File: config.mk
export PLATFORM = sky130hd
export DESIGN_NAME = mul_shift_add_core
export DESIGN_NICKNAME = d
export VERILOG_FILES = /design/src/rtl/mul_shift_add_core.sv
export SDC_FILE = /design/constraint.sdc
export NUM_CORES = 1
export LEC_CHECK = 0
export CORE_MARGIN = 8
export CORE_UTILIZATION = 44
export DETAILED_ROUTE_END_ITERATION = 10
export PLACE_DENSITY = 0.84
export SYNTH_ARGS = -nofsm -noshare
export SYNTH_HDL_FRONTEND = slang
export SYNTH_SLANG_ARGS = --single-unit
File: constraint.sdc
create_clock -name clk -period 1.6 [get_ports clk]
set_clock_uncertainty 0.1 [all_clocks]
set_input_delay 0.32 -clock clk [delete_from_list [all_inputs] [get_ports clk]]
set_output_delay 0.32 -clock clk [all_outputs]
set_load 0.02 [all_outputs]
File: src/rtl/mul_shift_add_core.sv
// Sequencer and A:Q accumulator for an unsigned shift-add multiplier.
// Strobes the external multiplicand register, runs N add/shift steps, then emits the product with a done pulse.
module mul_shift_add_core #(
    parameter int N = 4
) (
    input  logic             clk,
    input  logic             rst_n,
    input  logic             start,
    input  logic [N-1:0]     y,
    input  logic [N-1:0]     mcand,
    output logic             ld_x,
    output logic             busy,
    output logic             done,
    output logic [2*N-1:0]   product
);

    localparam int            CW   = $clog2(N) + 1;
    localparam logic [CW-1:0] LAST = CW'(N - 1);

    typedef enum logic [1:0] {
        IDLE = 2'd0,
        LOAD = 2'd1,
        CALC = 2'd2,
        DONE = 2'd3
    } state_t;

    state_t           state_q;
    logic [N-1:0]     a_q;
    logic [N-1:0]     q_q;
    logic [N-1:0]     a_d;
    logic [N-1:0]     q_d;
    logic [N:0]       sum_d;
    logic [CW-1:0]    count_q;
    logic [2*N-1:0]   product_q;

    // One iteration: add the multiplicand when the multiplier LSB is set, then shift {carry,A,Q} right by one.
    always_comb begin
        sum_d = {1'b0, a_q} + (q_q[0] ? {1'b0, mcand} : '0);
        a_d   = sum_d[N:1];
        q_d   = {sum_d[0], q_q[N-1:1]};
    end

    // NOTE: state is updated with non-blocking assignments so every register samples pre-edge values.
    always_ff @(posedge clk or negedge rst_n) begin
        if (!rst_n) begin
            state_q   <= IDLE;
            a_q       <= '0;
            q_q       <= '0;
            count_q   <= '0;
            product_q <= '0;
        end else begin
            case (state_q)
                IDLE: begin
                    if (start) begin
                        state_q <= LOAD;
                        a_q     <= '0;
                        q_q     <= y;
                        count_q <= '0;
                    end
                end
                LOAD: state_q <= CALC;
                CALC: begin
                    a_q     <= a_d;
                    q_q     <= q_d;
                    count_q <= count_q + CW'(1);
                    if (count_q == LAST) begin
                        state_q   <= DONE;
                        product_q <= {a_d, q_d};
                    end
                end
                DONE:    state_q <= IDLE;
                default: state_q <= IDLE;
            endcase
        end
    end

    // Control outputs decode only the registered state, so they are glitch-free.
    assign ld_x    = (state_q == LOAD);
    assign busy    = (state_q != IDLE);
    assign done    = (state_q == DONE);
    assign product = product_q;

endmodule
==> results.json <==
{
  "htree_levels": 1,
  "cts_root_buf": "clkbuf_4",
  "power.density_nw_per_um2": 1940,
  "setup_violations": 8,
  "grt_setup_unrepaired": "yes",
  "cp_top_family": "flip-flops",
  "grt_start_max_net_pins": 22,
  "pwr-share-seq_pct": 30.4,
  "path_cells": "nand2_2 -> inv_2 -> ha_4 -> a21o_1 -> a21oi_2 -> xnor2_1 -> mux2_4",
  "netlist_instances": 99,
  "grt_use_total_pct": 12.2,
  "ir_drop_v": 0.00147,
  "critical_path_buf_inv_count": 1,
  "cts_tree": "done",
  "seq_area_frac_synth_pct": 50.2,
  "via_per_inst": 5.44,
  "ys_seq_elements": 21,
  "r2r-start": "q_q[0]",
  "cp_max_fo": 5,
  "ios": 22,
  "cts_hold_buffers": 0,
  "synth_area_leader_cell": "dfrtp_1",
  "cts.clk_slew.worst_paths_ns": 0.13,
  "reg2reg_setup_slack_ns": -0.14,
  "antenna-diode-count": 0,
  "die_h_um": 64.8,
  "die_area_um2": 4200,
  "swShare_pct": 42.6,
  "finalHoldViolations": 0,
  "slew_headroom_pct": 82.1,
  "pre_cts_slack_ns": -0.510,
  "r2r-end": "product[6]",
  "clk_latency_ns": 0.32,
  "status": "finished with violations",
  "core_um2": 2230,
  "violations": "setup timing",
  "design_area_um2": 1580,
  "cp-start-kind": "register",
  "fmax_mhz": 574,
  "synth_area_leaders": "dfrtp_1, ha_1, nand2_1",
  "grt_overflow": 0,
  "place_congestion": 0.836,
  "rr_worst_depth": 7,
  "postPlaceCellArea_um2": 1420,
  "startpoint": "q_q[0]",
  "max_stage_delay_ns": 0.48,
  "combPwrFrac_pct": 60.9,
  "post_drt_wl_per_cell_um": 16.2,
  "crit_slowest_cell": "dfrtp_2",
  "finalCritPeriodShare_pct": 109,
  "yosysUniqueCellTypes": 21,
  "grt_first_pass_wirelength_um": 4180,
  "yosysTopAreaCellShare_pct": 50.2,
  "numPortBuffers": 21,
  "first_pass_iters": 4,
  "net-switching-power_mw": 1.30,
  "tightest_slew_ns": 0.269,
  "initial_utilization_pct": 46.9,
  "synth_area_per_cell_um2": 10.6,
  "numCtsBuffers": 3,
  "num-fill-cells": 165,
  "dp_hpwl_um": 1920,
  "cp_data_required_time_ns": 1.72,
  "layout.nets": 164,
  "crit_cells": 7,
  "rows": 17,
  "antenna_found_initial": 0,
  "clkPwrFrac_pct": 8.7,
  "drive_gt1_share_pct": 39.0,
  "drc_errors": 0,
  "worstSetupEndpointType": "register",
  "power.leakage_nw": 0.730,
  "period_needed_ns": 1.74,
  "grt_pass1_vias": 962,
  "netlist_area_um2": 1050,
  "area_growth_pct": 50.9,
  "via_count": 920,
  "fin_ws_ns": -0.142,
  "cp_data_arrival_time_ns": 1.86,
  "maxSlewViolCount": 0,
  "drv_cap": 0,
  "syn-num-nets": 121,
  "path_class": "register to register",
  "cts_buffer_depth": 2,
  "first_iter_violations": 32,
  "holdCritPathClass": "input port to async pin",
  "ys_warn_count": 0,
  "ant_nets": 0,
  "p_int_mw": 1.76,
  "routed_wl_um": 2730,
  "cts_sinks": 21,
  "die_w_um": 64.8,
  "crit_path_end": "product[6]"
}
==> placed cells by master (no fill, tap or decap), types with 5 or more instances in the layout <==
cell type        count
dfrtp_1             20
buf_4               17
nand2_1             11
clkdlybuf4s50_1      9
dlygate4sd2_1        9
inv_2                7
o22ai_1              6
ha_4                 6
a21oi_1              5
buf_6                5
==> power groups by stage <==
stage,Sequential [mW],Clock [mW],Combinational (mW)
floorplan,1.03,0,0.751
global placement,0.908,0,1.55
detailed placement,0.927,0,1.60
CTS,0.920,0.273,1.60
global route,0.952,0.294,2.04
finish,0.931,0.266,1.87
==> how the worst min path moves through the flow <==
stage | start | to | slack, ns | cells after the start
final | rst_n | product[5] | 0.22 | 2
after floorplan | rst_n | a_q[0] | -0.08 | 0
after global routing | rst_n | product[4] | 0.24 | 2
after detailed placement | product[2] | product[2] | 0.38 | 2
after global placement | product[2] | product[2] | 0.36 | 2
after CTS | rst_n | a_q[0] | 0.23 | 2
==> cell usage after synthesis <==
| cell | number |
|---|---|
| nand2b_1 | 1 |
| o21ai_1 | 1 |
| nand2_1 | 14 |
| o22ai_1 | 6 |
| xor2_1 | 1 |
| fa_1 | 1 |
| mux2_2 | 4 |
| inv_1 | 10 |
| and2_1 | 3 |
| dfrtp_1 | 21 |
| buf_6 | 1 |
| nor2_1 | 1 |
| ha_1 | 10 |
| a21o_1 | 2 |
| a32o_1 | 2 |
| xnor2_1 | 1 |
| a21oi_1 | 7 |
| buf_2 | 1 |
| o32ai_1 | 1 |
| o21a_1 | 1 |
| o21ai_0 | 10 |
==> sequential cells by signal, indices dropped and copies added, names as in the netlist <==
| signal | flops |
|---|---|
| a_q | 4 |
| count_q | 3 |
| product | 8 |
| q_q | 4 |
| state_q | 2 |
==> final cells by class <==
class / count / area (um^2) / area share, %
clock buffer: 3 / 22.5 / 1.43
clock inverter: 1 / 7.51 / 0.475
inverter: 10 / 37.5 / 2.38
multi-input combinational: 66 / 598 / 37.8
sequential: 21 / 527 / 33.3
tap: 28 / 35.0 / 2.22
timing repair buffer: 40 / 353 / 22.3
==> metrics by stage <==
stage               power, mW  setup TNS, ns  utilization, %  cells  hold slack, ns
floorplan                1.78        -0.0224               -     99         -0.0756
global placement         2.46          -3.68            63.5    163           0.360
detailed placement       2.53          -4.44            63.5    163           0.378
CTS                      2.79          -1.09            66.4    168           0.234
global route             3.29         -0.945            70.8    169           0.241
finish                   3.07         -0.552            70.8    169           0.220
==> layer usage <==
metal | track usage (%) | vias up | part of all wire (%)
met4 | 2.45 | 0 | 1.9
li1 | - | 428 | -
met5 | 0 | - | 0
met3 | 3.95 | 8 | 5.9
met1 | 12.4 | 455 | 36
met2 | 23.5 | 29 | 56
==> worst register-to-register path, delay by kind of cell (launching register included) <==
| family | cells | cell delay [ns] |
|---|---|---|
| compound gates | 2 | 0.33 |
| xor+xnor | 1 | 0.10 |
| fa+ha+maj | 1 | 0.22 |
| buf+inv | 1 | 0.05 |
| flops | 1 | 0.48 |
| mux | 1 | 0.27 |
| simple gates | 1 | 0.09 |
==> timing repair <==
action / CTS / global route
endpoints found under the setup margin: 27 / 21
gates resized for setup: 38 / 24
pin swaps: 10 / 7
setup buffers: 1 / 1
hold endpoints to repair: 0 / 0
==> cell families after synthesis <==
kind of cell	after synthesis	synth area share, %
mux	4	4.30
buf+inv	12	5.14
simple gates	19	7.77
xor+xnor	2	1.67
compound gates	30	17.1
flops	21	50.2
fa+ha+maj	11	13.9
No activity file was read; power rests on OpenSTA's default activity.
